File: src/rtl/receptor_serial.sv
// UART-style 8N1 serial receiver (LSB first, idle high) with one-cycle pronto/erro_frame strobes.
// Define RX_PARIDADE_EN to expect an even-parity bit between the data bits and the stop bit.
module receptor_serial #(
  parameter int CICLOS_POR_BIT = 434,
  parameter int DATA_BITS      = 8
) (
  input  logic       clock,
  input  logic       reset,
  input  logic       entrada_serial,
  output logic [7:0] dado,
  output logic       pronto,
  output logic       erro_frame,
  output logic [2:0] db_estado
);

  localparam int TW = $clog2(CICLOS_POR_BIT);
  localparam logic [TW-1:0] LIM_BIT  = TW'(CICLOS_POR_BIT - 1);
  localparam logic [TW-1:0] LIM_MEIO = TW'(CICLOS_POR_BIT / 2 - 1);
  localparam logic [2:0]    ULT_BIT  = 3'(DATA_BITS - 1);

  typedef enum logic [2:0] {
    OCIOSO   = 3'd0,
    INICIO   = 3'd1,
    DADOS    = 3'd2,
    PARIDADE = 3'd3,
    PARADA   = 3'd4,
    ESPERA   = 3'd5
  } estado_t;

  estado_t               estado, estado_n;
  logic [1:0]            sync_q;
  logic                  rx_s;
  logic [TW-1:0]         timer;
  logic                  tick;
  logic [2:0]            bit_idx;
  logic [DATA_BITS-1:0]  sr;
  logic [7:0]            sr_ext;
`ifdef RX_PARIDADE_EN
  logic                  par_q;
`endif

  // Line is asynchronous; everything downstream looks only at rx_s.
  always_ff @(posedge clock or negedge reset) begin
    if (!reset) sync_q <= 2'b11;
    else        sync_q <= {sync_q[0], entrada_serial};
  end
  assign rx_s = sync_q[1];

  // The start bit is checked half a bit in, which puts every later sample mid-bit.
  assign tick = (timer == ((estado == INICIO) ? LIM_MEIO : LIM_BIT));

  always_comb begin
    sr_ext = '0;
    sr_ext[DATA_BITS-1:0] = sr;
  end

  always_ff @(posedge clock or negedge reset) begin
    if (!reset) estado <= OCIOSO;
    else        estado <= estado_n;
  end

  always_comb begin
    estado_n = estado;
    case (estado)
      OCIOSO: if (!rx_s) estado_n = INICIO;
      INICIO: if (tick) estado_n = rx_s ? OCIOSO : DADOS;
      DADOS:
        if (tick && bit_idx == ULT_BIT) begin
`ifdef RX_PARIDADE_EN
          estado_n = PARIDADE;
`else
          estado_n = PARADA;
`endif
        end
`ifdef RX_PARIDADE_EN
      PARIDADE: if (tick) estado_n = PARADA;
`endif
      PARADA: if (tick) estado_n = rx_s ? OCIOSO : ESPERA;
      ESPERA: if (rx_s) estado_n = OCIOSO;
      default: estado_n = OCIOSO;
    endcase
  end

  always_ff @(posedge clock or negedge reset) begin
    if (!reset) begin
      timer      <= '0;
      bit_idx    <= '0;
      sr         <= '0;
      dado       <= '0;
      pronto     <= 1'b0;
      erro_frame <= 1'b0;
`ifdef RX_PARIDADE_EN
      par_q      <= 1'b0;
`endif
    end else begin
      pronto     <= 1'b0;
      erro_frame <= 1'b0;
      if (estado == OCIOSO || estado == ESPERA || tick) timer <= '0;
      else                                              timer <= timer + 1'b1;
      if (estado == INICIO) bit_idx <= '0;
      if (estado == DADOS && tick) begin
        sr      <= {rx_s, sr[DATA_BITS-1:1]};
        bit_idx <= bit_idx + 1'b1;
      end
`ifdef RX_PARIDADE_EN
      if (estado == PARIDADE && tick) par_q <= rx_s;
`endif
      if (estado == PARADA && tick) begin
        if (!rx_s) begin
          erro_frame <= 1'b1;
`ifdef RX_PARIDADE_EN
        end else if ((^sr) != par_q) begin
          erro_frame <= 1'b1;
`endif
        end else begin
          dado   <= sr_ext;
          pronto <= 1'b1;
        end
      end
    end
  end

  assign db_estado = estado;

endmodule

File: config.mk
export PLATFORM = sky130hd
export DESIGN_NAME = receptor_serial
export DESIGN_NICKNAME = d
export VERILOG_FILES = /design/src/rtl/receptor_serial.sv
export SDC_FILE = /design/constraint.sdc
export NUM_CORES = 1
export LEC_CHECK = 0
export BUFFER_PORTS_ARGS = -buffer_cell sky130_fd_sc_hd__buf_2
export CAP_MARGIN = 20
export CORE_MARGIN = 10
export CORE_UTILIZATION = 40
export CTS_CLUSTER_DIAMETER = 150
export DETAILED_ROUTE_END_ITERATION = 6
export SETUP_SLACK_MARGIN = 0.1
export SYNTH_ARGS = -nofsm -noshare
export SYNTH_HDL_FRONTEND = slang
export SYNTH_SLANG_ARGS = --single-unit
export TNS_END_PERCENT = 20
File: constraint.sdc
create_clock -name clock -period 2.3 [get_ports clock]
set_input_delay 0.115 -clock clock [delete_from_list [all_inputs] [get_ports clock]]
set_output_delay 0.115 -clock clock [all_outputs]
set_load 0.02 [all_outputs]
Word level (Yosys, flattened, before mapping) --
Index checks and enable logic that the tools add are counted.
Storage, ports and cells: bits in registers 35, bits in latches 0, memory bits (writable) 0, ROM bits 0, bits of input ports 3, logic and storage cells 46, memories 0
Cells by class: add/sub/neg operators 2, multipliers 0, divide/modulo/power cells 0, magnitude comparators 0, equality and inequality tests 11, shift operators 0, multiplexer cells 16, bitwise logic cells 0, reductions and logical operators 9
Operators with widths (count):
- two-way mux 3 bit | 8
- two-way mux 9 bit | 2
- one-hot mux 3 bit (5 select lines) | 1
- != test 2 bit (second input constant) | 5
- adder 9 x 1 -> 9 bit (second input constant) | 1
- == test 3 bit (second input constant) | 3
- == test 9 bit | 1
- AND reduction 5 bit | 1
- two-way mux 1 bit | 4
- adder 3 x 1 -> 3 bit (second input constant) | 1
- == test 3 x 1 -> 1 bit (second input constant) | 1
- == test 3 x 2 -> 1 bit (second input constant) | 1
- logical AND 1 bit | 3
- logical NOT 3 bit | 1
- logical OR 1 bit | 2
- two-way mux 2 bit | 1
- AND reduction 2 bit | 1
- nonzero test 2 bit | 1

Depth between registers and ports, before layout --
word-level depth 6, gate-level depth with buffers 5, depth with buffers taken out 5

Worst setup path before layout --
No wires, ideal clock.
path type reg2reg, from reg estado[1], in the netlist db_estado[1], to reg sr[4], arrival 1456 ps, required time 2175 ps, path slack 719 ps, stages on the path, launching flop included 5, period minus slack after synthesis 1581 ps, cells stage by stage dfrtp_1 > nor3b_2 > nand4_2 > buf_6 > mux2_2
On the way: cells in the longest elaborated chain, start to end 4
Ends and longest elaborated chain:
- from (decl) | line 30 | estado_t estado, estado_n;
- from (signal assigned) | line 59 | else estado <= estado_n;
- == test 3 x 1 -> 1 bit | line 50 | assign tick = (timer == ((estado == INICIO) ? LIM_MEIO : LIM_BIT));
- two-way mux 9 bit | line 50
- == test 9 bit | line 50
- logical AND 1 bit * | line 101 | if (estado == DADOS && tick) begin
- to (signal assigned) | line 102 | sr <= {rx_s, sr[DATA_BITS-1:1]};
- to (decl) | line 36 | logic [DATA_BITS-1:0] sr;
Every way passes the cells marked *; elsewhere a longest branch is shown, timed or not. A chain may end at the register's enable or synchronous reset.

Final worst setup path --
from reg timer[2], to reg timer[7]
On the way: cells in the longest elaborated chain, start to end 3
Ends and longest elaborated chain:
- from (decl) | line 33 | logic [TW-1:0] timer;
- from (signal assigned) | line 99 | else timer <= timer + 1'b1;
- branches (longest 2 deep; another with adder 9 x 1 -> 9 bit)
- two-way mux 9 bit * | line 98 | if (estado == OCIOSO || estado == ESPERA || tick) timer <= '0;
Every way passes the cells marked *.

==> reports/qor.txt <==
Starting Density - 41.8%
Layout cell share with drive strength beyond 1 - 35.7%
Die area - 6740 µm²
Pwr Total - 1.09 mW
Synth Cell Area - 1540 µm²
Core Footprint - 3690 µm²
GRT Util Overall - 9.22%
1st-iter DRT viols - 40
Crit Path Class - flop to flop
Worst rel slew slack - 50.2%
Final Core Density - 48.1%
Max-cap violations - 0
Worst setup SP type - flop
CP bufs+invs - 0
Comb power frac - 1.5%
First-pass detailed-route iteration total - 4
CP endpoint kind - flop
Cell variety after synth - 32
Post-route ant nets - 0
Rows - 22
Worst-path fanout max - 9
Sw Share - 22.9%
First-pass GRT wire length - 4770 µm
Routed vias - 969
Vias per cell - 5.07
F_max - 552 MHz
Routability Congestion - 0.769
Max stage delay on crit path - 540 ps
Die X - 82.1 µm
Setup violators final - 0
LEAKAGE - 0.865 nW
Reg clk slew, reported paths - 80 ps
Vias in the first global route - 1014
Yosys reg bits - 35
RSZ-0062 raised after global routing - no
Cell count after synthesis - 120
Ordered list of cells on the worst path - and4bb_2, a311oi_1, a221oi_2, nor2_1
PortBufs - 15
Synth top area share - 53.5%
Syn avg cell area - 12.9 µm²
Setup TNS - 0 ps
Post-synth EDFFs - 0
Switching pwr - 249 µW
Fill cells - 346
Fraction of registers with async set/reset - 100%
Maximum VDD drop - 0.351 mV
DP HPWL - 1810 µm
Total Routed Length - 2640 µm
Area Growth Syn to Fin - 15.1%
Residual DRC - 0
Slew @ Worst Pin - 747 ps
Reg power frac - 57.0%
Total CTS buffers - 5
Final period util - 78.7%
Status - completed
Syn_nets - 126
Multi-input gate area - 627 µm²
Final Skew - 6.90 ps
Final nets - 148
Clock power share - 41.5%
I/O Pins - 16
TritonCTS clock tree - done
Top FF cell, synth - dfrtp_1
Int Power - 839 µW
CP top delay family - compound AO/OA/AOI/OAI gates
Initial antenna violation count - 0
Slowest stage cell on the critical path - a221oi_2
Clock Latency Late Sink - 290 ps
Worst Hold Class - flop to flop
Clock buffer depth - 2
Register area share after synthesis - 56.9%
Routed len/inst - 13.8 µm
Register area - 878 µm²
Root Buffer - clkbuf_8
Largest net degree at the start of global routing - 36
Crit path required time - 2440 ps
# H-tree levels - 2
Final Max Tran Viols - 0
Chip height - 82.1 µm
Yosys top cell by area - dfrtp_1
Top cells by area, synth - dfrtp_1 54%, mux2_2 12%, dfstp_2 3.4%, nand3_1 2.6%, and4bb_2 2.4%
Grt ovf - 0
Tmin final - 1810 ps
Diodes inserted - 0
Pwr Density - 613 nW/µm²
CP Data Arrival Time - 1950 ps
CTS Sinks - 35
Hold Fails Final Rpt - 0
Synth Warn # - 0
-- stage by stage --
step	std cells	hold WS [ps]	worst slack (ps)	instance area [µm²]
floorplan	120	-181	719	1540
global placement	181	222	562	1660
detailed placement	181	221	493	1660
CTS	191	359	449	1780
global route	191	370	295	1780
finish	191	356	489	1780
-- worst paths after layout --
kind                           start          to  slack (ps)  depth (start not counted)
max                         timer[2]    timer[7]         490                          4
min                        sync_q[0]   sync_q[1]         360                          0
max reg2reg                 timer[2]    timer[7]         490                          4
min reg2reg                sync_q[0]   sync_q[1]         360                          0
max in group asynchronous      reset  bit_idx[1]        1390                          2
min in group asynchronous      reset    timer[4]         430                          2
-- per-layer routing --
metal  global-route usage [%]  part of all wire (%)  vias up
met2                     14.3                    48       11
met4                     5.10                   2.5        0
li1                         -                     -      475
met3                     3.02                   3.6        7
met5                        0                     0        -
met1                     11.1                    46      476
-- kinds of logic after synthesis --
group / after synthesis / share of synthesized area (%)
fa+ha+maj: 3 / 2.43
simple gates: 39 / 16.5
xor+xnor: 7 / 3.97
flops: 35 / 56.9
mux: 16 / 11.7
buf+inv: 8 / 2.43
compound gates: 12 / 6.00
-- power by group through the flow --
stage	registers, mW	logic [mW]	clock network [mW]
6_report	0.620	0.0159	0.451
5_1_grt	0.621	0.0186	0.494
4_1_cts	0.620	0.0173	0.470
3_5_place_dp	0.633	0.0146	0
3_3_place_gp	0.632	0.0144	0
2_1_floorplan	0.632	0.000819	0
-- layout by cell type (no fill, tap or decap), types with 4 or more instances in the layout --
cell,count
buf_2,15
clkbuf_8,5
dfrtp_1,33
inv_1,6
o21ai_0,5
mux2_2,16
nor2_1,9
xnor2_1,4
nand2_1,4
nand3_1,8
-- what timing repair did --
item,4_1_cts,5_1_grt
endpoints found under the hold margin,34,0
setup buffers,0,0
gates resized for setup,0,0
hold buffers,2,0
-- synthesized netlist by cell type (all sizes together), types with 2 or more instances --
| cell | number |
|---|---|
| mux2 | 16 |
| nor3b | 2 |
| nor2 | 9 |
| xor2 | 3 |
| nor2b | 2 |
| xnor2 | 4 |
| ha | 3 |
| o21ai | 5 |
| nand4 | 4 |
| inv | 6 |
| dfstp | 2 |
| and4bb | 3 |
| a2111oi | 2 |
| nand3 | 9 |
| nand2 | 4 |
| dfrtp | 33 |
-- sequential cells by signal, indices dropped and copies added, names as in the netlist --
register,count
db_estado,3
sync_q,2
sr,8
dado,8
pronto,1
bit_idx,3
timer,9
erro_frame,1
-- worst register-to-register path: stages (launching register included) --
cell	delay, ps
dfrtp_1	420
and4bb_2	410
a311oi_1	170
a221oi_2	540
nor2_1	120
-- layout make-up --
type                    count  share of cell area (%)
flip-flops and latches     35                    49.5
clock buffers               5                    3.88
clock inverters             3                    1.34
multi-input cells          77                    35.3
repair buffers             17                    5.36
inverters                   6                    1.27
well taps                  48                    3.38
(Power assumes the default switching activity.)
